**config.mk**
```make
export PLATFORM = sky130hd
export DESIGN_NAME = i2c_bus_monitor
export DESIGN_NICKNAME = d
export VERILOG_FILES = /design/src/rtl/i2c_bus_monitor.sv
export SDC_FILE = /design/constraint.sdc
export NUM_CORES = 1
export LEC_CHECK = 0
export BUFFER_PORTS_ARGS = -buffer_cell sky130_fd_sc_hd__buf_2
export CAP_MARGIN = 5
export CORE_MARGIN = 10
export CORE_UTILIZATION = 38
export CTS_CLUSTER_SIZE = 14
export DETAILED_ROUTE_END_ITERATION = 8
export HOLD_SLACK_MARGIN = 0.03
export RECOVER_POWER = 50
export SLEW_MARGIN = 20
export SYNTH_ARGS = -nofsm -noshare
export SYNTH_HDL_FRONTEND = slang
export SYNTH_SLANG_ARGS = --single-unit
```
**constraint.sdc**
```tcl
create_clock -name clk_i -period 2.3 [get_ports clk_i]
set_clock_uncertainty 0.1 [all_clocks]
set_input_delay 0.23 -clock clk_i [delete_from_list [all_inputs] [get_ports clk_i]]
set_output_delay 0.23 -clock clk_i [all_outputs]
set_load 0.02 [all_outputs]
```
**src/rtl/i2c_bus_monitor.sv**
```systemverilog
// Passive I2C observer: START/Sr/STOP detection, address capture and host read-NACK reporting.
// Optional SCL/SDA glitch filter enabled by defining I2C_BUS_MONITOR_GLITCH_FILTER_EN.
module i2c_bus_monitor #(
  parameter int unsigned FilterCycles = 2
) (
  input  logic       clk_i,
  input  logic       rst_i,
  input  logic       enable_i,
  input  logic       scl_i,
  input  logic       sda_i,
  output logic       bus_start_o,
  output logic       bus_rstart_o,
  output logic       bus_stop_o,
  output logic       bus_busy_o,
  output logic [7:0] bus_addr_o,
  output logic       bus_addr_valid_o,
  output logic       host_nack_o
);

  typedef enum logic [2:0] {
    StIdle,
    StAddr,
    StAddrAck,
    StData,
    StDataAck,
    StWait
  } state_e;

  state_e     state_q;
  logic       first_q;
  logic       scl_q, sda_q;
  logic       busy_q;
  logic [2:0] bit_cnt_q;
  logic [6:0] shift_q;
  logic       scl_s, sda_s;
  logic       start_ev, stop_ev, rise_ev;

`ifdef I2C_BUS_MONITOR_GLITCH_FILTER_EN
  localparam logic [4:0] FiltLen = 5'(FilterCycles);

  logic       scl_f_q, sda_f_q;
  logic [3:0] scl_cnt_q, sda_cnt_q;

  // Each counter tracks consecutive raw samples that disagree with the filtered level.
  always_ff @(posedge clk_i) begin
    if (rst_i) begin
      scl_f_q   <= 1'b1;
      sda_f_q   <= 1'b1;
      scl_cnt_q <= '0;
      sda_cnt_q <= '0;
    end else if (!first_q) begin
      scl_f_q   <= scl_i;
      sda_f_q   <= sda_i;
      scl_cnt_q <= '0;
      sda_cnt_q <= '0;
    end else begin
      if (scl_i == scl_f_q) begin
        scl_cnt_q <= '0;
      end else if ({1'b0, scl_cnt_q} + 5'd1 >= FiltLen) begin
        scl_f_q   <= scl_i;
        scl_cnt_q <= '0;
      end else begin
        scl_cnt_q <= scl_cnt_q + 4'd1;
      end
      if (sda_i == sda_f_q) begin
        sda_cnt_q <= '0;
      end else if ({1'b0, sda_cnt_q} + 5'd1 >= FiltLen) begin
        sda_f_q   <= sda_i;
        sda_cnt_q <= '0;
      end else begin
        sda_cnt_q <= sda_cnt_q + 4'd1;
      end
    end
  end

  assign scl_s = scl_f_q;
  assign sda_s = sda_f_q;
`else
  assign scl_s = scl_i;
  assign sda_s = sda_i;
`endif

  // START/STOP require SCL high in both samples, so they never coincide with an SCL edge.
  assign start_ev = scl_q & scl_s & sda_q & ~sda_s;
  assign stop_ev  = scl_q & scl_s & ~sda_q & sda_s;
  assign rise_ev  = ~scl_q & scl_s;

  assign bus_busy_o = busy_q;

  always_ff @(posedge clk_i) begin
    if (rst_i) begin
      state_q          <= StIdle;
      first_q          <= 1'b0;
      scl_q            <= 1'b1;
      sda_q            <= 1'b1;
      busy_q           <= 1'b0;
      bit_cnt_q        <= '0;
      shift_q          <= '0;
      bus_start_o      <= 1'b0;
      bus_rstart_o     <= 1'b0;
      bus_stop_o       <= 1'b0;
      bus_addr_o       <= 8'h00;
      bus_addr_valid_o <= 1'b0;
      host_nack_o      <= 1'b0;
    end else begin
      bus_start_o      <= 1'b0;
      bus_rstart_o     <= 1'b0;
      bus_stop_o       <= 1'b0;
      bus_addr_valid_o <= 1'b0;
      host_nack_o      <= 1'b0;
      if (!enable_i) begin
        state_q <= StIdle;
        busy_q  <= 1'b0;
        first_q <= 1'b0;
      end else if (!first_q) begin
        first_q <= 1'b1;
        scl_q   <= scl_i;
        sda_q   <= sda_i;
      end else begin
        scl_q <= scl_s;
        sda_q <= sda_s;
        if (start_ev) begin
          if (busy_q) begin
            bus_rstart_o <= 1'b1;
          end else begin
            bus_start_o <= 1'b1;
          end
          busy_q    <= 1'b1;
          state_q   <= StAddr;
          bit_cnt_q <= '0;
        end else if (stop_ev) begin
          bus_stop_o <= busy_q;
          busy_q     <= 1'b0;
          state_q    <= StIdle;
        end else if (rise_ev) begin
          case (state_q)
            StAddr: begin
              if (bit_cnt_q == 3'd7) begin
                bus_addr_o       <= {shift_q, sda_s};
                bus_addr_valid_o <= 1'b1;
                state_q          <= StAddrAck;
              end else begin
                shift_q   <= {shift_q[5:0], sda_s};
                bit_cnt_q <= bit_cnt_q + 3'd1;
              end
            end
            StAddrAck: begin
              state_q   <= sda_s ? StWait : StData;
              bit_cnt_q <= '0;
            end
            StData: begin
              if (bit_cnt_q == 3'd7) begin
                state_q <= StDataAck;
              end else begin
                bit_cnt_q <= bit_cnt_q + 3'd1;
              end
            end
            StDataAck: begin
              if (sda_s) begin
                host_nack_o <= bus_addr_o[0];
                state_q     <= StWait;
              end else begin
                state_q   <= StData;
                bit_cnt_q <= '0;
              end
            end
            default: ;
          endcase
        end
      end
    end
  end

endmodule
```
==> results of run 1 <==
## worst max-delay path by stage
stage,to,cells past startpoint
2_1_floorplan,shift_q[0],6
6_report,shift_q[2],7
4_1_cts,bit_cnt_q[0],6
5_1_grt,shift_q[4],7
3_5_place_dp,bit_cnt_q[0],6
3_3_place_gp,shift_q[2],7
## synth_stat cells (2+ instances only)
master                     count  area (µm²)
sky130_fd_sc_hd__dfxtp_1      30         601
sky130_fd_sc_hd__nor2_1       20        75.1
sky130_fd_sc_hd__mux2i_1      18         180
sky130_fd_sc_hd__nand2_1       9        33.8
sky130_fd_sc_hd__nand3_1       6        30.0
sky130_fd_sc_hd__o21ai_0       6        30.0
sky130_fd_sc_hd__inv_1         4        15.0
sky130_fd_sc_hd__nand2b_1      4        25.0
sky130_fd_sc_hd__buf_4         3        22.5
sky130_fd_sc_hd__nand4_1       3        18.8
sky130_fd_sc_hd__nor2b_1       3        18.8
sky130_fd_sc_hd__a22oi_1       2        15.0
sky130_fd_sc_hd__a32oi_1       2        17.5
sky130_fd_sc_hd__buf_2         2        10.0
sky130_fd_sc_hd__buf_6         2        22.5
sky130_fd_sc_hd__ha_1          2        25.0
sky130_fd_sc_hd__nand4b_1      2        17.5
sky130_fd_sc_hd__nor4_4        2        42.5
## cell families (layout without fill, tap and decap cells)
family / Yosys count / count (layout) / share of synthesized area
AND/OR/NAND/NOR: 60 / 60 / 0.262
flip-flops: 30 / 30 / 0.430
multiplexers: 19 / 19 / 0.137
AO/OA/AOI/OAI: 16 / 16 / 0.0815
buffers and inverters: 13 / 32 / 0.0591
adder cells (fa/ha/maj): 2 / 2 / 0.0179
XOR/XNOR: 2 / 2 / 0.0125
## per-layer routing
| layer | vias up | share of wire |
|---|---|---|
| met1 | 498 | 0.47 |
| met2 | 20 | 0.46 |
| li1 | 542 | - |
| met4 | 0 | 0.015 |
| met3 | 6 | 0.058 |
| met5 | - | 0 |
## critical path, cell delays in order (launching register included)
cell and delay (ns):
sky130_fd_sc_hd__dfxtp_1 0.33, sky130_fd_sc_hd__ha_1 0.18, sky130_fd_sc_hd__ha_1 0.24, sky130_fd_sc_hd__or4b_4 0.51, sky130_fd_sc_hd__nor4_4 0.16, sky130_fd_sc_hd__buf_4 0.23, sky130_fd_sc_hd__mux2i_1 0.21, sky130_fd_sc_hd__nor2_1 0.06
## timing repair
action / CTS / global route
endpoints found under the setup margin: 0 / 1
buffers inserted: 0 / 0
resized for setup: 0 / 1
hold buffers: 0 / 0
endpoints found under the hold margin: 0 / 0
## through the flow
stage	util	power (W)
2_1_floorplan	-	0.000579
3_3_place_gp	0.433	0.000584
3_5_place_dp	0.433	0.000585
4_1_cts	0.464	0.00109
5_1_grt	0.460	0.00112
6_report	0.460	0.00108
## flip-flops by register name, summed over array words and instances, names as in the netlist, 3 cells and up
register / flops
bus_addr_o: 8
shift_q: 7
bit_cnt_q: 3
state_q: 3
## cell type report
| class | count | area, µm² |
|---|---|---|
| fill | 357 | 1860 |
| multi-input combinational | 99 | 718 |
| sequential | 30 | 601 |
| timing repair buffer | 20 | 86.3 |
| clock buffer | 7 | 76.3 |
| tap | 46 | 57.6 |
| clock inverter | 1 | 30.0 |
| inverter | 4 | 15.0 |
## power by group
part           internal [W]   total, W  switching (W)
Combinational     0.0000144  0.0000440      0.0000296
Sequential         0.000523   0.000530     0.00000679
Clock              0.000323   0.000504       0.000181
==> flow_results.org, run 1 <==
** Status
- The flow ran to the end, and the final reports show no timing, DRC or antenna violations.

** Global route
- Met1 global-route usage :: 0.107
- Number of antenna violations at the first check in global routing :: 0
- First-pass GRT wire length :: 4.78 mm
- Grt ovf :: 0
- The number of global-route vias before repair was 1037.
- Overall routing resource usage :: 0.0916
- GR met3 Demand/Resource :: 0.0423
- Entering global routing, the biggest net connects 21 pins.
- The global routing stage identified its most utilized layer as met2.
- GR Layer Usage met2 :: 0.139

** Logic synthesis
- FFs w/ async S/R, synth :: 0
- Fraction of the yosys area taken by sequential cells :: 0.430
- The number of nets handed over by synthesis was 149.
- Distinct cell type count of the synthesized netlist :: 40
- The cell area that synthesis handed to floorplanning was 1400 µm².
- Count of warnings emitted by yosys :: 0
- After technology mapping, the gate count stands at 142.
- In this run, synthesis inferred 0 flip-flops with an integrated enable.
- In this run, synthesis produced a sequential element count of 30.
- For this run, the leading register cell type out of synthesis is sky130_fd_sc_hd__dfxtp_1.
- Average size of a mapped cell :: 9.83 µm²

** Worst setup path
- The worst setup path is captured at a flip-flop.
- In this run the critical register-to-register path is launched from bit_cnt_q[1].
- Of all nets on the critical path, the largest fanout is 7.
- Crit path kind :: reg -> reg
- Worst endpoint data arrival time :: 2.19 ns
- Setup slack on the worst reg-to-reg path comes out at 0.14 ns.
- Critical path launch point type :: flip-flop
- Data on the critical path is required at its endpoint by 2.33 ns.
- For the worst flop-to-flop path, the logic depth is 7.
- Endpoint of the worst-slack reg-to-reg timing path :: shift_q[2]
- Tracing the worst setup path back leads to its startpoint at bit_cnt_q[1].

** Placed design
- Count of buffers inserted at the top-level ports :: 18
- Worst-case setup slack after placement :: 0.179 ns
- Placement-stage cell area :: 1490 µm²
- Detailed placement finished with a half-perimeter wire length of 2.06 mm.
- Routability-driven placement finished with a final weighted congestion of 0.836.
- Total placed cells including tap cells :: 199

** CTS
- After clock tree synthesis, the clock-pin slew on the worst setup and hold paths is 0.06 ns.
- Clk root buf :: sky130_fd_sc_hd__clkbuf_8
- TritonCTS built the clock tree.
- TritonCTS created 5 clock buffers.
- Clk sink count :: 30
- Number of levels the H-tree was split into :: 2
- Clock buffer depth :: 2
- Clock latency on the worst-skew pair, taken at its later pin, is 0.27 ns.

** Layout
- Area grow syn2layout :: 13.4%
- After the last flow step, the layout net total stands at 167.
- Commonest non-fill, non-tap cells in the layout :: sky130_fd_sc_hd__dfxtp_1 (30), sky130_fd_sc_hd__nor2_1 (20), sky130_fd_sc_hd__mux2i_1 (18), sky130_fd_sc_hd__clkbuf_1 (17), sky130_fd_sc_hd__nand2_1 (9)
- Final standard cell area without fillers :: 1580 µm²
- The finished layout holds 207 standard cells, fillers aside.
- Most frequent standard cell in the layout excluding fill and tap cells :: sky130_fd_sc_hd__dfxtp_1
- # diodes :: 0
- Of the cells placed in the final design, the portion with a size suffix greater than 1 is 0.130.

** Min path
- Sink of the worst hold path :: sda_q
- Critical hold path startpoint :: enable_i
- Counting instances, the worst hold path has a depth of 3.
- The path class of the tightest hold or removal check is in -> reg.

** Pwr
- PwrDens :: 681 nW/µm²
- Maximum vdd ir drop :: 0.412 mV
- Standby leakage power :: 0.532 nW

** STA
- Max-Slew Margin vs Limit :: 0.415
- Of the available clock period, the critical path in the final layout requires 0.939.
- The worst path needs 2.16 ns of the cycle, external delays included.
- Highest clock frequency the design can meet :: 0.463 GHz
- The hold violation count in the final report came to 0.
- Number of pins exceeding their max-slew limit in the final report :: 0
- Setup violations remaining at the end of the flow were counted as 0.
- Across all setup checks in the final design, the least slack found is 0.141 ns.
- Setup total negative slack on the finished layout was measured at 0 ns.
- Setup repair after global routing left no endpoint under its margin.
- Final-layout worst hold slack :: 0.176 ns
- Worst-margin pin slew :: 0.877 ns

** Floorplan
- The die is 80.6 µm wide.
- DIE AREA :: 6500 µm²
- The floorplan step defined a core boundary enclosing 3440 µm².
- In this run the vertical extent of the chip is 80.6 µm.
- For this configuration, the core starts out at a cell density of 0.406.
- I/O pin cnt :: 19
- After floorplanning, the core was divided into 21 placement rows.

** Drt
- DRC violations left :: 0
- The first detailed-routing pass ran for 4 iterations.
- Summing over every cut layer, the via total after detailed routing is 1066.
- Per-cell routed wire length :: 13.6 µm
- Wires add up to 2.81 mm.
- In this run, the number of DRC markers left after iteration 0 of detailed routing was 47.
- The count of nets left with antenna violations once routing finished came out at 0.
- Via-per-instance ratio :: 5.15

** Flow run
- Across the run, the number of max-cap violations was 0.
Note: power is estimated with default switching activity, not from simulation.
==> inputs of run 2 (changes only) <==
- REMOVE_ABC_BUFFERS: not set -> 1
==> flow_results.org, run 2 (synthesized netlist as in run 1, its figures left out) <==
** Layout
- Most flop-heavy register :: bus_addr_o
- Most frequent standard cell in the layout excluding fill and tap cells :: sky130_fd_sc_hd__dfxtp_1
- # diodes :: 0
- The register with the most flip-flops in the layout has 8 of them.
- In the final layout, the share of cells above drive strength 1 is 0.137.
- Fillers :: 371
- Area grow syn2layout :: 13.8%
- Top flop regs :: bus_addr_o (8), shift_q (7)
- In the layout the commonest cells are sky130_fd_sc_hd__dfxtp_1 (30), sky130_fd_sc_hd__nor2_1 (20), sky130_fd_sc_hd__mux2i_1 (18), sky130_fd_sc_hd__clkbuf_1 (16), sky130_fd_sc_hd__nand2_1 (9).
- After the last flow step, the layout net total stands at 168.

** Pwr
- In this run the static leakage power is 0.538 nW.
- The internal power of the cells totals 0.000884 W.
- The share of total power dissipated in combinational logic is 0.039.
- Summed over all nets, the switching power comes to 0.000229 W.
- Sequential power share :: 0.476
- Power share of the clock group :: 0.485
- Maximum vdd ir drop :: 0.369 mV
- For this design the ratio of total power to cell area is 701 nW/µm².
- Of the total power, the share spent switching nets is 0.206.

** CTS
- Buffers inserted during clock tree synthesis total 5.
- In this run the deepest clock path goes through 2 buffers.
- Clock latency on the worst-skew pair, taken at its later pin, is 0.28 ns.
- After clock tree synthesis, the setup repair step added 0 buffers.
- Hold buffer count at cts :: 0
- Clk sink count :: 30
- The clock tree synthesis step divided the H-tree into 2 levels.
- TritonCTS built the clock tree.
- After clock tree synthesis, the clock-pin slew on the worst setup and hold paths is 0.06 ns.
- Gates resized during post-CTS repair numbered 0.
- Clk root buf :: sky130_fd_sc_hd__clkbuf_8

** Worst setup path
- Critical path launch point type :: flip-flop
- The worst register-to-register path ends at shift_q[1].
- The most numerous cell type found on the critical path is sky130_fd_sc_hd__ha_1.
- In this run the worst setup path terminates at shift_q[1].
- The most critical setup path has its startpoint at bit_cnt_q[0].
- R2r startpoint :: bit_cnt_q[0]
- In this run the register-to-register setup slack is 0.15 ns.
- Along the worst path, the maximum fanout reaches 7.
- Worst endpoint data arrival time :: 2.19 ns
- R2r worst-path depth :: 7
- At the worst endpoint, the required time is 2.33 ns.
- Sort of element at the end of the critical path :: flip-flop
- The worst setup path is of the reg -> reg kind.
- Cell with the largest stage delay on the worst path :: sky130_fd_sc_hd__or4b_4
- Walking the worst path, the cells encountered are ha_1 > ha_1 > or4b_4 > nor4_4 > buf_4 > mux2i_1 > nor2_1.
- Crit-path max cell delay :: 0.52 ns

** Floorplan
- The region available for standard cell placement spans 3440 µm².
- DIE AREA :: 6500 µm²
- Effective utilization at floorplan :: 0.406
- Number of cell rows :: 21
- Vertical die dimension :: 80.6 µm
- Die X-Extent :: 80.6 µm
- Pin placement for this block handled 19 I/O pins.

** Drt
- Top sig layer :: met4
- The routed design uses 159 µm of met3 wire.
- After detailed routing, the wire length on met1 is 1.39 mm.
- Per-cell routed wire length :: 14.1 µm
- Routed wire length on met2 :: 1.36 mm
- The final layout contains routed wiring with a total length of 2.92 mm.
- Total via count after detailed routing :: 1068
- The first routing iteration left 125 violations.
- The count of nets left with antenna violations once routing finished came out at 0.
- Via-per-instance ratio :: 5.16
- In the routed design, unresolved DRC markers number 0.
- The pre-antenna-repair detailed-routing pass consisted of 4 iterations.

** STA
- Final hold violation count :: 0
- Setup repair after global routing left no endpoint under its margin.
- Post-route setup TNS :: 0 ns
- Final critical path time including I/O delays and setup :: 2.15 ns
- Post-route clock period utilization :: 0.936
- Highest clock frequency the design can meet :: 0.464 GHz
- The number of slew-limit violations in the final report was 0.
- In the post-route analysis, the smallest setup slack over all paths is 0.147 ns.
- Number of endpoints failing setup at the final stage :: 0
- Max-Slew Margin vs Limit :: 0.448
- For the pin with the worst max-slew slack, the measured transition is 0.828 ns.

** Min path
- Tightest Hold Check Type :: in -> reg

** Global route
- The initial antenna violation count is 0.
- First-pass GRT wire length :: 4.97 mm
- Summed over all layers, the global routing overflow is 0.
- Number of global-route vias before repair :: 1068
- Pin count of the biggest net entering global routing :: 20
- Overall routing resource usage :: 0.0952

** Placed design
- Once detailed placement completed, the half-perimeter wirelength came to 2.14 mm.
- Worst-case setup slack after placement :: 0.174 ns
- Final weighted congestion in routability-driven placement :: 0.806
- Input and output buffers added on the ports amount to 18.

** Flow run
- Count of maximum capacitance violations :: 0

** Status
- Run status :: finished clean
run 2: stage by stage:
| step | cell area, µm² | utilization | std cells | hold slack (ns) | power, W |
|---|---|---|---|---|---|
| 2_1_floorplan | 1330 | - | 133 | 0.202 | 0.000564 |
| 3_3_place_gp | 1500 | 0.435 | 200 | 0.364 | 0.000585 |
| 3_5_place_dp | 1500 | 0.435 | 200 | 0.374 | 0.000586 |
| 4_1_cts | 1610 | 0.468 | 207 | 0.159 | 0.00113 |
| 5_1_grt | 1590 | 0.462 | 207 | 0.175 | 0.00115 |
| 6_report | 1590 | 0.462 | 207 | 0.167 | 0.00111 |
run 2: power by group through the flow:
stage,Combinational (W),Clock [W],Sequential [W]
after CTS,0.0000452,0.000551,0.000530
after floorplan,0.0000239,0,0.000540
after detailed placement,0.0000450,0,0.000541
after global routing,0.0000486,0.000573,0.000531
after global placement,0.0000444,0,0.000541
final,0.0000438,0.000539,0.000530
run 2: layer usage:
metal	track usage	vias up
met1	0.109	503
met3	0.0512	2
met4	0.0317	0
met5	0	-
met2	0.147	21
li1	-	542
run 2: layout make-up:
| cell class | count | area (µm²) | area share |
|---|---|---|---|
| Timing Repair Buffer | 21 | 90.1 | 0.0567 |
| Clock buffer | 6 | 82.6 | 0.0520 |
| Inverter | 4 | 15.0 | 0.00945 |
| Clock inverter | 1 | 30.0 | 0.0189 |
| Sequential cell | 30 | 601 | 0.378 |
| Tap cell | 46 | 57.6 | 0.0362 |
| Multi-Input combinational cell | 99 | 713 | 0.449 |
run 2: how the worst min path moves through the flow:
stage	from	end	cells past startpoint
4_1_cts	enable_i	sda_q	3
6_report	enable_i	sda_q	3
5_1_grt	enable_i	scl_q	3
3_3_place_gp	bus_busy_o	bus_start_o	1
2_1_floorplan	rst_i	bus_addr_o[0]	1
3_5_place_dp	bus_busy_o	bus_start_o	1
run 2: worst max-delay path: cells and delay by family (launching register included):
| family | cells | cell delay (ns) |
|---|---|---|
| fa+ha+maj | 2 | 0.43 |
| buf+inv | 1 | 0.22 |
| flops | 1 | 0.32 |
| mux | 1 | 0.21 |
| simple gates | 3 | 0.72 |
==> inputs of run 3 (changes only) <==
- clock period: 2.3 -> 2.4 ns (I/O delays scaled with it)
==> flow_results.org, run 3 (synthesized netlist as in run 1, its figures left out) <==
** Drt
- Summed over all nets, wire length on met2 after detailed routing comes to 1.33 mm.
- Detailed routing placed a total of 179 µm of wire on met3.
- Remaining number of nets flagged by the antenna check after routing :: 0
- Per-cell routed wire length :: 14.2 µm
- For this block, the via count after detailed routing is 1080.
- In the routed design, unresolved DRC markers number 0.
- The pre-antenna-repair detailed-routing pass consisted of 4 iterations.
- The highest layer touched by signal routing is met4.
- Detailed-route wire length on metal 1 :: 1.40 mm
- After the first detailed-routing iteration, the DRC count stood at 55.
- Using the TritonRoute via totals, the vias-per-cell ratio works out to 5.19.
- The routed design has 2.95 mm of wire.

** STA
- Setup slack on the critical path of the routed design comes to 0.163 ns.
- Static timing analysis puts the maximum clock frequency at 0.447 GHz.
- In the final timing run, aggregate negative setup slack is 0 ns.
- Max-Slew Margin vs Limit :: 0.428
- Final critical path time including I/O delays and setup :: 2.24 ns
- Number of endpoints failing setup at the final stage :: 0
- The hold violation count in the final report came to 0.
- Number of pins exceeding their max-slew limit in the final report :: 0
- At the pin with the least slew margin, the transition time is 0.857 ns.
- Dividing the final minimum period by the clock period gives 0.932.
- Setup repair after global routing missed its margin :: no

** Layout
- Most flop-heavy register :: bus_addr_o
- Post-Layout Cell Count :: 208
- In the layout the commonest cells are sky130_fd_sc_hd__dfxtp_1 (30), sky130_fd_sc_hd__nor2_1 (20), sky130_fd_sc_hd__mux2i_1 (18), sky130_fd_sc_hd__clkbuf_1 (17), sky130_fd_sc_hd__nand2_1 (9).
- # diodes :: 0
- Flip-flop count of the largest register after layout :: 8
- After the last flow step, the layout net total stands at 168.
- The largest registers in the layout are bus_addr_o (8), shift_q (7).
- Most frequent standard cell in the layout excluding fill and tap cells :: sky130_fd_sc_hd__dfxtp_1
- Fraction of final layout cells sized beyond drive strength 1 :: 0.136
- Compared with the post-synthesis result, the final layout area differs by 12.3%.

** Floorplan
- Number of cell rows :: 21
- Vertical die dimension :: 80.6 µm
- The total area inside the core boundary comes to 3440 µm².
- DIE AREA :: 6500 µm²
- Die X-Extent :: 80.6 µm
- 19 I/O pins were placed.
- Effective utilization at floorplan :: 0.406

** CTS
- TritonCTS built the clock tree.
- The H-tree was split into 2 levels.
- The tree built by TritonCTS fans out to 30 sinks.
- CTS placed an instance of sky130_fd_sc_hd__clkbuf_8 at the clock tree root.
- For the worst-skew pair, the clock arrives at the later sink with an insertion delay of 0.29 ns.
- Hold buffer count at cts :: 0
- Once the clock tree was built, the setup fixing pass inserted 0 buffers.
- In this run the deepest clock path goes through 2 buffers.
- After clock tree synthesis, the clock-pin slew on the worst setup and hold paths is 0.06 ns.
- In this run, post-CTS repair resized a total of 0 instances.
- Number of CTS-inserted buffers :: 5

** Global route
- The initial antenna violation count came to 0.
- First-pass GRT wire length :: 4.78 mm
- The number of global-route vias before repair came to 1075.
- Grt ovf :: 0
- Overall routing resource usage :: 0.0936
- Pin count of the biggest net entering global routing :: 20

** Worst setup path
- Among all stages on the critical path, the largest delay is contributed by sky130_fd_sc_hd__or4b_2.
- For the worst setup path, the data required time is 2.52 ns.
- Worst endpoint data arrival time :: 2.35 ns
- Max FO, Critical Path :: 6
- The cell that appears most often on the critical path is sky130_fd_sc_hd__ha_1.
- On the critical path the largest part of the delay comes from simple AND/OR/NAND/NOR gates.
- Critical path launch point type :: flip-flop
- Crit-path max cell delay :: 0.62 ns
- Crit path kind :: reg -> reg
- Critical Path, Cell by Cell :: ha_1 > ha_1 > or4b_2 > nor4_1 > a22oi_1 > o21ai_0
- Sort of element at the end of the critical path :: flip-flop
- The number of buffers and inverters on the critical path is 0.

** Min path
- The worst hold path belongs to the class in -> reg.

** Pwr
- Maximum vdd ir drop :: 0.374 mV
- Dividing total power by cell area gives a power density of 616 nW/µm².
- Overall power of the completed layout :: 0.000966 W
- Standby leakage power :: 0.528 nW

** Placed design
- Final weighted congestion in routability-driven placement :: 0.822
- Count of buffers inserted at the top-level ports :: 18
- At the placement stage, the worst setup path has a slack of 0.171 ns.
- The wire-length estimate of the detail-placed layout is 2.14 mm.
- Total placed cells including tap cells :: 200

** Status
- Run status :: finished clean

** Flow run
- Count of maximum capacitance violations :: 0
## run 3: changes by cell type in the layout (fill, tap and decap cells not counted), sizes merged
| cell | change |
|---|---|
| bufinv | -1 |
| clkbuf | +1 |
| clkinv | +1 |
## run 3: per-stage QoR
| stage | util | hold WS, ns | instance area (µm²) |
|---|---|---|---|
| floorplan | - | 0.212 | 1330 |
| global placement | 0.435 | 0.364 | 1500 |
| detailed placement | 0.435 | 0.376 | 1500 |
| CTS | 0.462 | 0.161 | 1590 |
| global route | 0.455 | 0.180 | 1570 |
| finish | 0.455 | 0.165 | 1570 |
## run 3: worst paths after layout
path                start            to  slack (ns)  cells past startpoint
max          bit_cnt_q[0]  bit_cnt_q[0]        0.16                      6
max reg2reg  bit_cnt_q[0]  bit_cnt_q[0]        0.16                      6
min              enable_i         scl_q        0.17                      3
min reg2reg    bus_busy_o   bus_start_o        0.38                      1
## run 3: layout make-up
class                           instances  area (µm²)
Clock inverter                          1        5.00
Sequential cell                        30         601
Multi-Input combinational cell         99         713
Inverter                                4        15.0
Timing Repair Buffer                   21        90.1
Fill cell                             349        1870
Tap cell                               46        57.6
Clock buffer                            7        86.3
## run 3: worst register-to-register path, stage by stage, from the launching register on
cell                      delay (ns)
sky130_fd_sc_hd__dfxtp_1        0.32
sky130_fd_sc_hd__ha_1           0.20
sky130_fd_sc_hd__ha_1           0.24
sky130_fd_sc_hd__or4b_2         0.62
sky130_fd_sc_hd__nor4_1         0.43
sky130_fd_sc_hd__a22oi_1        0.17
sky130_fd_sc_hd__o21ai_0        0.10
## run 3: where the power goes
part | internal [W] | switching [W]
combinational | 0.0000142 | 0.0000285
clock | 0.000231 | 0.000185
sequential | 0.000501 | 0.00000645
## run 3: layer usage
metal | vias up | GRT usage
met5 | - | 0
met4 | 0 | 0.0528
met3 | 5 | 0.0501
met2 | 28 | 0.137
met1 | 504 | 0.106
li1 | 543 | -
